File: config.mk
export PLATFORM = sky130hd
export DESIGN_NAME = fp_addsub_pipe
export DESIGN_NICKNAME = d
export VERILOG_FILES = /design/src/rtl/fp_addsub_pipe.sv
export SDC_FILE = /design/constraint.sdc
export NUM_CORES = 1
export LEC_CHECK = 0
export ABC_AREA = 0
export CAP_MARGIN = 20
export CORE_MARGIN = 2
export CORE_UTILIZATION = 55
export DETAILED_ROUTE_END_ITERATION = 16
export PLACE_DENSITY = 0.75
export REMOVE_ABC_BUFFERS = 1
export SYNTH_ARGS = -nofsm -noshare
export SYNTH_HDL_FRONTEND = slang
export SYNTH_SLANG_ARGS = --single-unit
File: constraint.sdc
create_clock -name clk -period 16.75 [get_ports clk]
set_input_delay 3.35 -clock clk [delete_from_list [all_inputs] [get_ports clk]]
set_output_delay 3.35 -clock clk [all_outputs]
set_load 0.01 [all_outputs]
File: src/rtl/fp_addsub_pipe.sv
// Three-stage pipelined floating-point adder/subtractor with round-to-nearest-even,
// flush-to-zero inputs, IEEE special values and a valid/ready stream interface.
module fp_addsub_pipe #(
  parameter int unsigned EXP_W = 8,
  parameter int unsigned MAN_W = 23
) (
  input  logic                   clk,
  input  logic                   rst,
  input  logic [EXP_W+MAN_W:0]   din1,
  input  logic [EXP_W+MAN_W:0]   din2,
  input  logic                   sub,
  input  logic                   in_valid,
  output logic                   in_ready,
  output logic [EXP_W+MAN_W:0]   dout,
  output logic [3:0]             flags,
  output logic                   out_valid,
  input  logic                   out_ready
);

  localparam int unsigned W   = 1 + EXP_W + MAN_W;
  localparam int unsigned SW  = MAN_W + 3;           // hidden + fraction + guard + round
  localparam int unsigned X   = MAN_W + 4;           // aligned significand incl. sticky
  localparam int unsigned SHW = $clog2(SW + 1);
  localparam int unsigned LZW = $clog2(X + 2);
  localparam int          EMAX = (1 << EXP_W) - 1;

  logic en;
  assign en       = !out_valid || out_ready;
  assign in_ready = en;

  // ---------------- S1: unpack, classify, swap, align ----------------
  logic               sa, sb;
  logic [EXP_W-1:0]   ea, eb, el, es;
  logic [MAN_W-1:0]   fa, fb, fl, fs;
  logic               a_zero, b_zero, a_inf, b_inf, a_nan, b_nan, swap, sl;
  logic [31:0]        d32;
  logic [SHW-1:0]     dsh;
  logic [2*SW-1:0]    wide;
  logic [X-1:0]       big_d, sml_d;
  logic               spec_d;
  logic [W-1:0]       spr_d, qnan;
  logic [3:0]         spf_d;

  assign sa = din1[W-1];
  assign sb = din2[W-1] ^ sub;
  assign ea = din1[W-2:MAN_W];
  assign eb = din2[W-2:MAN_W];
  assign fa = din1[MAN_W-1:0];
  assign fb = din2[MAN_W-1:0];

  assign a_zero = (ea == '0);
  assign b_zero = (eb == '0);
  assign a_inf  = (&ea) && (fa == '0);
  assign b_inf  = (&eb) && (fb == '0);
  assign a_nan  = (&ea) && (fa != '0);
  assign b_nan  = (&eb) && (fb != '0);

  assign swap = {eb, fb} > {ea, fa};
  assign sl   = swap ? sb : sa;
  assign el   = swap ? eb : ea;
  assign es   = swap ? ea : eb;
  assign fl   = swap ? fb : fa;
  assign fs   = swap ? fa : fb;

  assign d32   = 32'(el) - 32'(es);
  assign dsh   = (d32 >= SW) ? SHW'(SW) : SHW'(d32);
  assign wide  = {1'b1, fs, 2'b00, {SW{1'b0}}} >> dsh;
  assign sml_d = {wide[2*SW-1:SW], |wide[SW-1:0]};
  assign big_d = {1'b1, fl, 3'b000};

  assign qnan = {1'b0, {EXP_W{1'b1}}, 1'b1, {(MAN_W-1){1'b0}}};

  always_comb begin
    spec_d = 1'b1;
    spr_d  = '0;
    spf_d  = 4'b0000;
    if (a_nan || b_nan) begin
      spr_d = qnan;
    end else if (a_inf && b_inf) begin
      if (sa != sb) begin
        spr_d = qnan;
        spf_d = 4'b1000;
      end else begin
        spr_d = din1;
      end
    end else if (a_inf) begin
      spr_d = din1;
    end else if (b_inf) begin
      spr_d = {sb, din2[W-2:0]};
    end else if (a_zero && b_zero) begin
      spr_d = {sa & sb, {(W-1){1'b0}}};
    end else if (a_zero) begin
      spr_d = {sb, din2[W-2:0]};
    end else if (b_zero) begin
      spr_d = din1;
    end else begin
      spec_d = 1'b0;
    end
  end

  logic               v1_q, sp1_q, s1_q, op1_q;
  logic [W-1:0]       spr1_q;
  logic [3:0]         spf1_q;
  logic [EXP_W-1:0]   e1_q;
  logic [X-1:0]       big1_q, sml1_q;

  // ---------------- S2: add/subtract and leading-zero count ----------------
  logic [X:0]         sum_d;
  logic [LZW-1:0]     lz_d;

  assign sum_d = op1_q ? ({1'b0, big1_q} - {1'b0, sml1_q})
                       : ({1'b0, big1_q} + {1'b0, sml1_q});

  always_comb begin
    lz_d = LZW'(X + 1);
    for (int i = 0; i <= int'(X); i++) begin
      if (sum_d[i]) lz_d = LZW'(int'(X) - i);
    end
  end

  logic               v2_q, sp2_q, s2_q;
  logic [W-1:0]       spr2_q;
  logic [3:0]         spf2_q;
  logic [EXP_W-1:0]   e2_q;
  logic [X:0]         sum2_q;
  logic [LZW-1:0]     lz2_q;

  // ---------------- S3: normalise, round, pack ----------------
  logic [X:0]         norm;
  logic               g, r, st, rup, inexact;
  logic [MAN_W+1:0]   mant;
  logic [MAN_W-1:0]   frac;
  logic signed [31:0] exp_n;
  logic [W-1:0]       res_d;
  logic [3:0]         flg_d;

  // Leading one lands on bit X; below the fraction sit guard, round and two sticky bits.
  assign norm    = sum2_q << lz2_q;
  assign g       = norm[3];
  assign r       = norm[2];
  assign st      = |norm[1:0];
  assign rup     = g & (r | st | norm[4]);
  assign inexact = g | r | st;
  assign mant    = {1'b0, norm[X:4]} + (MAN_W+2)'(rup);
  assign frac    = mant[MAN_W+1] ? mant[MAN_W:1] : mant[MAN_W-1:0];
  assign exp_n   = $signed(32'(e2_q) + 32'd1 + 32'(mant[MAN_W+1]) - 32'(lz2_q));

  always_comb begin
    res_d = '0;
    flg_d = 4'b0000;
    if (sp2_q) begin
      res_d = spr2_q;
      flg_d = spf2_q;
    end else if (sum2_q == '0) begin
      res_d = '0;
    end else if (exp_n < 1) begin
      res_d = {s2_q, {(W-1){1'b0}}};
      flg_d = 4'b0011;
    end else if (exp_n >= EMAX) begin
      res_d = {s2_q, {EXP_W{1'b1}}, {MAN_W{1'b0}}};
      flg_d = 4'b0101;
    end else begin
      res_d = {s2_q, exp_n[EXP_W-1:0], frac};
      flg_d = {3'b000, inexact};
    end
  end

  logic               v3_q;
  logic [W-1:0]       dout_q;
  logic [3:0]         flags_q;

  always_ff @(posedge clk) begin
    if (rst) begin
      v1_q    <= 1'b0;
      v2_q    <= 1'b0;
      v3_q    <= 1'b0;
      dout_q  <= '0;
      flags_q <= 4'b0000;
    end else if (en) begin
      v1_q <= in_valid;
      v2_q <= v1_q;
      v3_q <= v2_q;
      if (v2_q) begin
        dout_q  <= res_d;
        flags_q <= flg_d;
      end
    end
  end

  always_ff @(posedge clk) begin
    if (en) begin
      sp1_q  <= spec_d;
      spr1_q <= spr_d;
      spf1_q <= spf_d;
      s1_q   <= sl;
      op1_q  <= sa ^ sb;
      e1_q   <= el;
      big1_q <= big_d;
      sml1_q <= sml_d;
      sp2_q  <= sp1_q;
      spr2_q <= spr1_q;
      spf2_q <= spf1_q;
      s2_q   <= s1_q;
      e2_q   <= e1_q;
      sum2_q <= sum_d;
      lz2_q  <= lz_d;
    end
  end

  assign dout      = dout_q;
  assign flags     = flags_q;
  assign out_valid = v3_q;

endmodule

# Word level (Yosys, flattened, before mapping)
# Cells that the tools add are included.
[totals]
inputBits = 69
register_bits = 215
out_inout_bits = 38
elab_cells = 126
[classes]
eq_ne = 1
order_cmp = 4
n_bitwise = 9
shifts = 2
addsub = 7
mux = 52
n_reduce_logical = 27
[ops]
columns = ["operator", "count"]
rows = [
  ["$mux 32", 9],
  ["$mux 23", 3],
  ["$mux 31", 2],
  ["$mux 5", 12],
  ["$shr 52x5->52", 1],
  ["$logic_not 23->1", 2],
  ["$reduce_bool 23->1", 2],
  ["$mux 4", 10],
  ["$ge 32x5->1 const B", 1],
  ["$gt 31x31->1", 1],
  ["$add 27x27->28", 1],
  ["$logic_not 28->1", 1],
  ["$mux 28", 1],
  ["$shl 28x5->28", 1],
  ["$sub 27x27->28", 1],
  ["$reduce_or 26->1", 1],
  ["$add 24x1->25", 1],
  ["$mux 3", 8],
  ["$logic_not 8->1", 2],
  ["$mux 8", 2],
  ["$reduce_and 8->1", 2],
  ["$reduce_or 16->1", 1],
  ["$ge 11x9->1 const B", 1],
  ["$lt 11x2->1 const B", 1],
  ["other kinds (19)", 35],
]

# Logic depth before layout (Yosys ltp)
# Gate-level depths: netlist of the first run.
[logic_depth]
word_depth = 29
ltp_mapped = 37
mapped_depth_nobuf = 33

# Least setup slack after synthesis of the first run
# No wires, ideal clock.
[synth_timing]
path_type = "input to output"
from = "input out_ready"
to = "output in_ready"
path_buffers = 1
t_required_ps = 13400
path_stages = 2
path_slack_ps = 5131
t_arrival_ps = 8269
cell_sequence = "nand2b_1 > clkbuf_1"
[synth_between]
elab_chain_len = 1
[synth_lines]
columns = ["item", "line", "text"]
rows = [
  ["start, declared", "17", "input logic out_ready"],
  ["$logic_or 1x1->1", "28", "assign en = !out_valid || out_ready;"],
  ["end, declared", "13", "output logic in_ready,"],
]
# Every way passes these cells.

# Worst setup path after layout of the first run
[layout_timing]
from = "input din1[22]"
to = "register sml1_q[0], data pin"
[layout_between]
elab_chain_len = 7
word_cells_on_any_way = 9
cone_classes = "add/sub (1); order compare (2); shift (1); mux (4); reduce/logical (1)"
[layout_lines]
columns = ["item", "line", "text"]
rows = [
  ["start, declared", "9", "input logic [EXP_W+MAN_W:0] din1,"],
  ["$gt 31x31->1", "58", "assign swap = {eb, fb} > {ea, fa};"],
  ["$mux 8 (on tied branches)", "60, 61", ""],
  ["$sub 8x8->9", "65", "assign d32 = 32'(el) - 32'(es);"],
  ["$ge 32x5->1", "66", "assign dsh = (d32 >= SW) ? SHW'(SW) : SHW'(d32);"],
  ["$mux 5", "66", ""],
  ["$shr 52x5->52 (*)", "67", "assign wide = {1'b1, fs, 2'b00, {SW{1'b0}}} >> dsh;"],
  ["$reduce_or 26->1 (*)", "68", "assign sml_d = {wide[2*SW-1:SW], |wide[SW-1:0]};"],
  ["via sml_d[0]", "39", "logic [X-1:0] big_d, sml_d;"],
  ["end signal, assigned", "199", "sml1_q <= sml_d;"],
  ["end, declared", "105", "logic [X-1:0] big1_q, sml1_q;"],
]
# Mark *: on every way through the listed nets, which the timed path passes. The rest lies on a longest branch.
# A chain may end at the register's enable or synchronous reset.

==> results of run 1 <==
## worst reg2reg max path, delay by kind of cell (launching register included)
| kind | cells | cell delay (ns) |
|---|---|---|
| buffers and inverters | 4 | 0.62 |
| and+or+nand+nor | 13 | 4.25 |
| DFF | 1 | 0.77 |
| xor gates and xnor gates | 1 | 0.19 |
| adders and majority gates | 4 | 1.18 |
| AOI/OAI and AO/OA | 8 | 1.74 |
## kinds of logic (layout without fill, tap and decap cells)
logic type | Yosys count | in the layout | synth area share [%]
other cells | 0 | 1 | 0
mux | 75 | 75 | 5.74
fa+ha+maj | 98 | 98 | 7.97
simple gates | 627 | 627 | 18.7
flops | 209 | 209 | 37.6
xor+xnor | 53 | 53 | 3.01
buf+inv | 213 | 287 | 5.40
compound gates | 511 | 511 | 21.7
## metal layers
| layer | vias up | global-route usage, % | wire length (um) |
|---|---|---|---|
| li1 | 6703 | - | - |
| met1 | 6621 | 43.0 | 20500 |
| met2 | 644 | 47.2 | 20800 |
| met3 | 85 | 4.82 | 3600 |
| met4 | 0 | 11.8 | 1820 |
| met5 | - | 0 | 0 |
## placed cells by master (no fill, tap or decap), types with 21 or more instances in the layout
| cell type | count |
|---|---|
| o21ai_0 | 109 |
| a22o_1 | 22 |
| clkbuf_16 | 25 |
| nor4_1 | 33 |
| a211oi_1 | 62 |
| xnor2_1 | 35 |
| clkdlybuf4s50_1 | 106 |
| a21oi_1 | 112 |
| nor2b_1 | 21 |
| inv_1 | 114 |
| dfxtp_1 | 39 |
| nand2_1 | 188 |
| edfxtp_1 | 170 |
| mux2i_1 | 46 |
| nor3_1 | 54 |
| nand3_1 | 25 |
| nor2_1 | 207 |
| a22oi_1 | 30 |
| ha_1 | 95 |
## power by group through the flow
stage                     Clock, W  Combinational [W]  Sequential (W)
final                     0.000523            0.00105        0.000696
after global routing      0.000553            0.00114        0.000706
after CTS                 0.000531            0.00103        0.000696
after detailed placement         0            0.00103        0.000706
after global placement           0            0.00102        0.000701
after floorplan                  0           0.000714        0.000712
## how the worst max path moves through the flow
stage | start | to | slack (ns) | cells past startpoint
floorplan | out_ready | in_ready | 5.78 | 1
global placement | din1[22] | sml1_q[0] | 6.40 | 25
detailed placement | din1[27] | sml1_q[0] | 6.32 | 25
CTS | din1[27] | sml1_q[0] | 6.85 | 25
global route | din1[26] | sml1_q[0] | 6.29 | 25
finish | din1[22] | sml1_q[0] | 6.64 | 25
## state kept, by name, indices dropped and copies added, names as in the netlist
register   flops
dout          32
spr1_q        32
spr2_q        32
sum2_q        28
sml1_q        27
big1_q        23
e1_q           8
e2_q           8
lz2_q          5
flags          4
op1_q          1
out_valid      1
s1_q           1
s2_q           1
sp1_q          1
sp2_q          1
spf1_q         1
spf2_q         1
v1_q           1
v2_q           1
## stage by stage
stage / instance area, um2 / cells / hold slack [ns]
after global placement: 17000 / 2193 / 0.403
after detailed placement: 17000 / 2194 / 0.405
after global routing: 17800 / 2239 / 0.423
final: 17800 / 2239 / 0.417
after CTS: 17800 / 2238 / 0.418
after floorplan: 15300 / 1689 / 0.400
## final cells by class
class                      count  area, um2  share of cell area (%)
multi-input combinational   1364       8950                    50.3
sequential                   209       5890                    33.1
antenna                        1       2.50                  0.0141
tap                          378        473                    2.66
clock inverter                17        170                   0.957
inverter                     116        435                    2.45
timing repair buffer         127       1240                    6.96
clock buffer                  27        633                    3.56
==> flow_metrics.py, run 1 <==
metrics = {
    "routing": {
        "wl_per_cell_um": 20.9,
        "via_per_inst": 6.28,
        "drc": 0,
        "wl_mm": 46.7,
        "detail-route-antenna-nets": 0,
        "vias": 14053,
        "dr.first_iter.drc_count": 1499,
        "dr.pass1.iters": 6,
    },
    "place": {
        "port_buffers": 106,
        "place_ws_ns": 6.32,
        "dp_hpwl_mm": 35.9,
        "place.gp.congestion": 1.04,
    },
    "die": {
        "rows": 61,
        "die_h_um": 173,
        "start_util_pct": 56.1,
        "ios": 107,
        "die_area_um2": 29900,
        "dieWidth_um": 173,
        "core_um2": 27900,
    },
    "worst_setup_path": {
        "slowest_stage": "a21oi_2",
        "crit_path_start_kind": "input pin",
        "crit_path_max_incr_delay_ns": 0.80,
        "path_max_fanout": 19,
        "worst_r2r_startpoint": "lz2_q[2]",
        "endpoint_kind": "flop",
        "critPathArrivalTime_ns": 10.35,
        "cp.required_ns": 16.99,
        "path_common_cell": "o21ai_0",
        "r2r_cells": 30,
        "crit_type": "in -> reg",
        "ff2ff_setup_slack_ns": 7.89,
        "reg2reg_to": "dout[12]",
        "crit_family": "compound AO/OA/AOI/OAI gates",
        "crit_buf_inv": 2,
    },
    "sta": {
        "report.final.slew_viol_count": 0,
        "setup-violations-final": 0,
        "fin_setup_tns_ns": 0,
        "finalCriticalPeriod_ns": 10.11,
        "finalCritPeriodShare_pct": 60.4,
        "rsz0062_at_grt": "false",
        "worst_pin_slew_ns": 0.965,
        "clock-skew-final_ns": 0.0218,
        "finalHoldViolations": 0,
        "fmaxAchievable_ghz": 0.0989,
        "finalWorstSetupSlack_ns": 6.64,
        "max_slew_margin_pct": 35.7,
    },
    "global_routing": {
        "grt_max_degree": 76,
        "grt_pass1_vias": 12971,
        "grt_first_pass_wirelength_mm": 72.5,
        "grt.total_usage_pct": 30.5,
        "grt.overflow.total": 0,
        "antenna_found_initial": 1,
    },
    "status": {
        "status": "finished, final reports clean",
    },
    "pwr": {
        "power_w": 0.00227,
        "p_clk_share_pct": 23.1,
        "vdd_drop_max_mv": 0.0708,
        "p_sw_share_pct": 40.0,
        "powerDensity_nw_per_um2": 127,
        "seq_power_share_pct": 30.7,
        "comb_power_share_pct": 46.2,
        "p_leak_nw": 7.05,
        "switchingPower_w": 0.000907,
        "internal_power_w": 0.00136,
    },
    "clock_tree": {
        "path_clk_slew_ns": 0.06,
        "cts-hold-fix-buffers": 0,
        "cts_made_buffers": 24,
        "ctsResizeCount": 0,
        "clock_latency_ns": 0.52,
        "cts_tree": "done",
        "cts_root_buffer": "clkbuf_16",
        "h-tree-depth": 1,
        "ctsLongestPathBuffers": 3,
        "clock_sinks": 209,
        "post_cts_buffers": 0,
    },
    "synth": {
        "ys_seq_elements": 209,
        "synth_top_area_share_pct": 32.6,
        "seq_area_frac_synth_pct": 37.6,
        "synthMostInstantiatedCell": "nor2_1",
        "synth_area_leader_cell": "edfxtp_1",
        "netlist_area_um2": 15700,
        "synth-edff-count": 170,
        "synthTopCellsByCount": "nor2_1 (207), nand2_1 (188), edfxtp_1 (170)",
        "syn-instance-count": 1786,
        "yosys_warnings": 0,
        "async_flop_share_pct": 0,
        "syn_area_per_cell_um2": 8.78,
        "synth_top_flop_cell": "edfxtp_1",
        "synth.area.top_cells": "edfxtp_1 (33%), ha_1 (7.6%), dfxtp_1 (5.0%)",
        "synth_cell_types": 83,
    },
    "worst_hold_path": {
        "hp-class": "reg -> reg",
        "holdPathEnd": "spr2_q[0]",
        "hold_path.startpoint": "spr1_q[0]",
        "min_path_cells": 0,
    },
    "run": {
        "cap_violations": 0,
    },
    "cells_and_area": {
        "finalNetCount": 2009,
        "area_delta_synth_final_pct": 13.5,
        "utilization_pct": 63.7,
        "nFillCells": 2364,
        "drive_gt1_share_pct": 6.18,
    },
}
Power figures use the tool's default switching activity.
==> inputs of run 2 (changes only) <==
==> constraint.sdc (replaced) <==
create_clock -name clk -period 9.4 [get_ports clk]
set_input_delay 1.88 -clock clk [delete_from_list [all_inputs] [get_ports clk]]
set_output_delay 1.88 -clock clk [all_outputs]
set_load 0.01 [all_outputs]
==> run 2 against run 1 <==
Effect of this change: hold slack got worse by 0.0014 ns; setup slack got worse by 5.9 ns; via count increased by 1.2%; sequential power increased by 80%; highest routed layer unchanged; first-iteration DRC count decreased by 5.3%; cell count increased by 0.49%.
==> flow_metrics.py, run 2 (synthesis gave the netlist of run 1 again) <==
metrics = {
    "sta": {
        "rsz0062_at_grt": "false",
        "clock-skew-final_ns": 0.00935,
        "setup-violations-final": 0,
        "report.final.slew_viol_count": 0,
        "finalCriticalPeriod_ns": 8.64,
        "fmaxAchievable_ghz": 0.116,
        "finalHoldViolations": 0,
        "finalCritPeriodShare_pct": 91.9,
        "max_slew_margin_pct": 29.2,
        "worst_pin_slew_ns": 1.06,
        "fin_setup_tns_ns": 0,
    },
    "pwr": {
        "p_leak_nw": 7.11,
        "power_w": 0.00406,
        "powerDensity_nw_per_um2": 227,
        "vdd_drop_max_mv": 0.127,
    },
    "clock_tree": {
        "path_clk_slew_ns": 0.06,
        "ctsResizeCount": 0,
        "h-tree-depth": 1,
        "cts_root_buffer": "clkbuf_16",
        "cts-hold-fix-buffers": 0,
        "ctsLongestPathBuffers": 3,
        "cts_tree": "done",
        "clock_latency_ns": 0.52,
        "clock_sinks": 209,
        "cts_made_buffers": 23,
        "post_cts_buffers": 0,
    },
    "worst_setup_path": {
        "critPathArrivalTime_ns": 9.07,
        "cp.required_ns": 9.84,
        "endpoint_kind": "flop",
        "slowest_stage": "edfxtp_1",
        "crit_path_start_kind": "flop",
        "crit_type": "reg -> reg",
        "setup.worst_path.start": "lz2_q[0]",
        "worst_r2r_startpoint": "lz2_q[0]",
        "crit_path_max_incr_delay_ns": 0.67,
        "path_max_fanout": 16,
    },
    "cells_and_area": {
        "drive_gt1_share_pct": 6.95,
        "layout_common_cells": "nor2_1 (207), nand2_1 (188), edfxtp_1 (170)",
        "fin_cells": 2250,
        "nFillCells": 2396,
        "utilization_pct": 64.0,
        "final_common_cell": "nor2_1",
        "area_delta_synth_final_pct": 14.0,
        "finalNetCount": 2022,
        "finish.instance_area_um2": 17900,
    },
    "die": {
        "dieWidth_um": 173,
        "start_util_pct": 56.1,
        "die_h_um": 173,
        "core_um2": 27900,
        "ios": 107,
        "die_area_um2": 29900,
        "rows": 61,
    },
    "worst_hold_path": {
        "hold_path.startpoint": "e1_q[2]",
        "hp-class": "reg -> reg",
    },
    "global_routing": {
        "grt_max_degree": 89,
        "grt.total_usage_pct": 30.7,
        "antenna_found_initial": 1,
        "grt_first_pass_wirelength_mm": 73.2,
        "grt.overflow.total": 0,
        "grt_pass1_vias": 13096,
    },
    "routing": {
        "dr.pass1.iters": 6,
        "vias": 14216,
        "drt-met1-wl_mm": 20.4,
        "wl_per_cell_um": 20.9,
        "top_layer": "met4",
        "wl_met2_mm": 20.5,
        "wl_mm": 46.9,
        "dr.first_iter.drc_count": 1419,
        "detail-route-antenna-nets": 0,
        "drc": 0,
        "dr_wl_met3_mm": 3.62,
        "via_per_inst": 6.32,
    },
    "place": {
        "dpl.cell_count": 2208,
        "dp_hpwl_mm": 36.4,
        "place.gp.congestion": 1.06,
        "port_buffers": 106,
        "place_area_um2": 17100,
    },
    "status": {
        "status": "finished, final reports clean",
    },
    "run": {
        "cap_violations": 0,
    },
}
run 2: critical path, delay by kind of cell (launching register included):
| kind | cells | cell delay, ns |
|---|---|---|
| AND/OR/NAND/NOR | 14 | 4.36 |
| AO/OA/AOI/OAI | 9 | 1.78 |
| adder cells (fa/ha/maj) | 4 | 1.20 |
| flip-flops | 1 | 0.67 |
| buffers and inverters | 3 | 0.21 |
| multiplexers | 1 | 0.18 |
| XOR/XNOR | 1 | 0.16 |
run 2: layout make-up:
class | count | area [um2] | area share [%]
antenna | 1 | 2.50 | 0.0140
clock inverter | 16 | 196 | 1.10
timing repair buffer | 141 | 1340 | 7.52
multi-input combinational | 1364 | 8950 | 50.1
inverter | 116 | 435 | 2.44
sequential | 209 | 5890 | 32.9
tap | 378 | 473 | 2.65
clock buffer | 25 | 583 | 3.26
run 2: metrics by stage:
| stage | worst slack [ns] | hold slack (ns) |
|---|---|---|
| 5_1_grt | 0.166 | 0.429 |
| 3_5_place_dp | 0.566 | 0.405 |
| 4_1_cts | 0.854 | 0.417 |
| 3_3_place_gp | 0.667 | 0.403 |
| 6_report | 0.763 | 0.416 |
| 2_1_floorplan | 0.216 | 0.400 |
run 2: final timing paths:
path	cells past startpoint	endpoint	slack [ns]
setup / recovery	32	dout[0]	0.76
hold / removal	0	e2_q[2]	0.42
setup reg to reg	32	dout[0]	0.76
hold reg to reg	0	e2_q[2]	0.42
run 2: where the power goes:
part	leakage [nW]	switching [W]	total (W)	internal [W]
logic	4.47	0.00116	0.00188	0.000727
registers	2.26	0.000107	0.00125	0.00114
clock network	0.381	0.000365	0.000926	0.000561
total	7.11	0.00163	0.00406	0.00243
run 2: routing by layer:
layer / track usage (%) / vias to the layer above
met5: 0 / -
met4: 13.5 / 0
met3: 3.41 / 129
met2: 47.6 / 691
met1: 43.5 / 6659
li1: - / 6737
==> inputs of run 3 (changes only) <==
==> constraint.sdc (replaced) <==
create_clock -name clk -period 9.4 [get_ports clk]
set_input_delay 2.82 -clock clk [delete_from_list [all_inputs] [get_ports clk]]
set_output_delay 2.82 -clock clk [all_outputs]
set_load 0.01 [all_outputs]
==> run 3 against run 2 <==
Effect of this change: fmax fell by 3.0%; clock skew is 0.0027 ns higher; sequential share of layout area shrank 0.51 points; clock power down 3.7%; non-clock buffer count rose by 35; hold slack improved by 0.00079 ns; largest cell class unchanged.
==> flow_metrics.py, run 3 (synthesis gave the netlist of run 1 again) <==
metrics = {
    "status": {
        "status": "finished, final reports clean",
    },
    "global_routing": {
        "grt_max_degree": 94,
        "grt.overflow.total": 0,
        "grt_pass1_vias": 13614,
        "grt.total_usage_pct": 31.8,
        "grt_first_pass_wirelength_mm": 75.8,
        "antenna_found_initial": 0,
    },
    "sta": {
        "worst_pin_slew_ns": 0.960,
        "fmaxAchievable_ghz": 0.112,
        "finalWorstSetupSlack_ns": 0.495,
        "setup-violations-final": 0,
        "finalCritPeriodShare_pct": 94.7,
        "clock-skew-final_ns": 0.0120,
        "max_slew_margin_pct": 36.0,
        "finalHoldViolations": 0,
        "report.final.slew_viol_count": 0,
        "rsz0062_at_grt": "false",
        "finalCriticalPeriod_ns": 8.90,
    },
    "die": {
        "die_area_um2": 29900,
        "ios": 107,
        "start_util_pct": 56.1,
        "dieWidth_um": 173,
        "core_um2": 27900,
        "rows": 61,
        "die_h_um": 173,
    },
    "place": {
        "place.gp.congestion": 1.03,
        "place_ws_ns": 0.0215,
        "port_buffers": 106,
        "dp_hpwl_mm": 37.4,
        "place_area_um2": 17400,
    },
    "clock_tree": {
        "cts_made_buffers": 23,
        "clock_sinks": 209,
        "cts-hold-fix-buffers": 0,
        "h-tree-depth": 1,
        "cts_root_buffer": "clkbuf_16",
        "path_clk_slew_ns": 0.07,
        "cts_tree": "done",
        "ctsLongestPathBuffers": 3,
        "clock_latency_ns": 0.51,
    },
    "worst_setup_path": {
        "crit_path_max_incr_delay_ns": 0.66,
        "slowest_stage": "or4_1",
        "r2r_cells": 32,
        "crit_path_start_kind": "input pin",
        "crit_type": "in -> reg",
        "endpoint_kind": "flop",
        "critPathArrivalTime_ns": 9.14,
        "path_max_fanout": 25,
        "path_common_cell": "o21ai_0",
        "cp.required_ns": 9.63,
    },
    "routing": {
        "detail-route-antenna-nets": 0,
        "vias": 14490,
        "via_per_inst": 6.35,
        "drc": 0,
        "wl_per_cell_um": 21.2,
        "dr.first_iter.drc_count": 1469,
        "wl_mm": 48.4,
        "dr.pass1.iters": 6,
    },
    "cells_and_area": {
        "finalNetCount": 2057,
        "nFillCells": 2325,
        "area_delta_synth_final_pct": 15.8,
        "drive_gt1_share_pct": 8.61,
        "finish.instance_area_um2": 18100,
        "layout_common_cells": "nor2_1 (207), nand2_1 (188), edfxtp_1 (170)",
        "num_antenna_cells": 0,
        "seqCellArea_um2": 5890,
        "multiInputGateArea_um2": 8960,
        "final_common_cell": "nor2_1",
    },
    "pwr": {
        "vdd_drop_max_mv": 0.129,
        "p_leak_nw": 7.27,
        "power_w": 0.00408,
        "powerDensity_nw_per_um2": 225,
    },
    "run": {
        "cap_violations": 0,
    },
    "worst_hold_path": {
        "hp-class": "reg -> reg",
        "min_path_cells": 0,
    },
}
-- run 3: timing repair --
action | CTS | global route
gates resized for setup | 0 | 2
setup endpoints to repair | 0 | 18
buffers inserted | 0 | 0
-- run 3: metrics by stage --
stage	cells	hold slack (ns)	TNS [ns]	utilization, %
floorplan	1689	0.400	-15.33	-
global placement	2241	0.402	0	62.2
detailed placement	2242	0.405	0	62.2
CTS	2282	0.416	0	64.9
global route	2283	0.426	0	65.0
finish	2283	0.417	0	65.0
-- run 3: path summary, 6_finish.rpt --
kind | start | endpoint | slack [ns]
setup / recovery | din1[16] | sml1_q[0] | 0.50
hold / removal | spr1_q[17] | spr2_q[17] | 0.42
setup reg to reg | lz2_q[1] | dout[12] | 0.70
hold reg to reg | spr1_q[17] | spr2_q[17] | 0.42
-- run 3: final cells by class --
class                           instances  share of cell area (%)
Inverter                              116                    2.40
Timing Repair Buffer                  176                    9.11
Tap cell                              378                    2.61
Multi-Input combinational cell       1364                    49.3
Clock inverter                         15                   0.889
Clock buffer                           25                    3.21
Sequential cell                       209                    32.4
-- run 3: report_power, final --
part | leakage (nW) | switching, W | total [W] | internal, W
Sequential | 2.26 | 0.000121 | 0.00126 | 0.00114
Combinational | 4.66 | 0.00117 | 0.00192 | 0.000750
Clock | 0.355 | 0.000361 | 0.000892 | 0.000530
-- run 3: worst max-delay path: cells and delay by family --
kind / cells / cell delay [ns]
AND/OR/NAND/NOR: 6 / 1.97
AO/OA/AOI/OAI: 11 / 2.23
multiplexers: 2 / 0.50
buffers and inverters: 3 / 0.94
adder cells (fa/ha/maj): 2 / 0.54
XOR/XNOR: 1 / 0.15
-- run 3: routing by layer --
layer / vias up / track usage [%] / wire (um) / share of wire (%)
li1: 6788 / - / - / -
met1: 6800 / 44.4 / 20700 / 43
met2: 781 / 50.7 / 21900 / 45
met3: 121 / 3.78 / 3750 / 7.7
met4: 0 / 12.3 / 1990 / 4.1
met5: - / 0 / 0 / 0
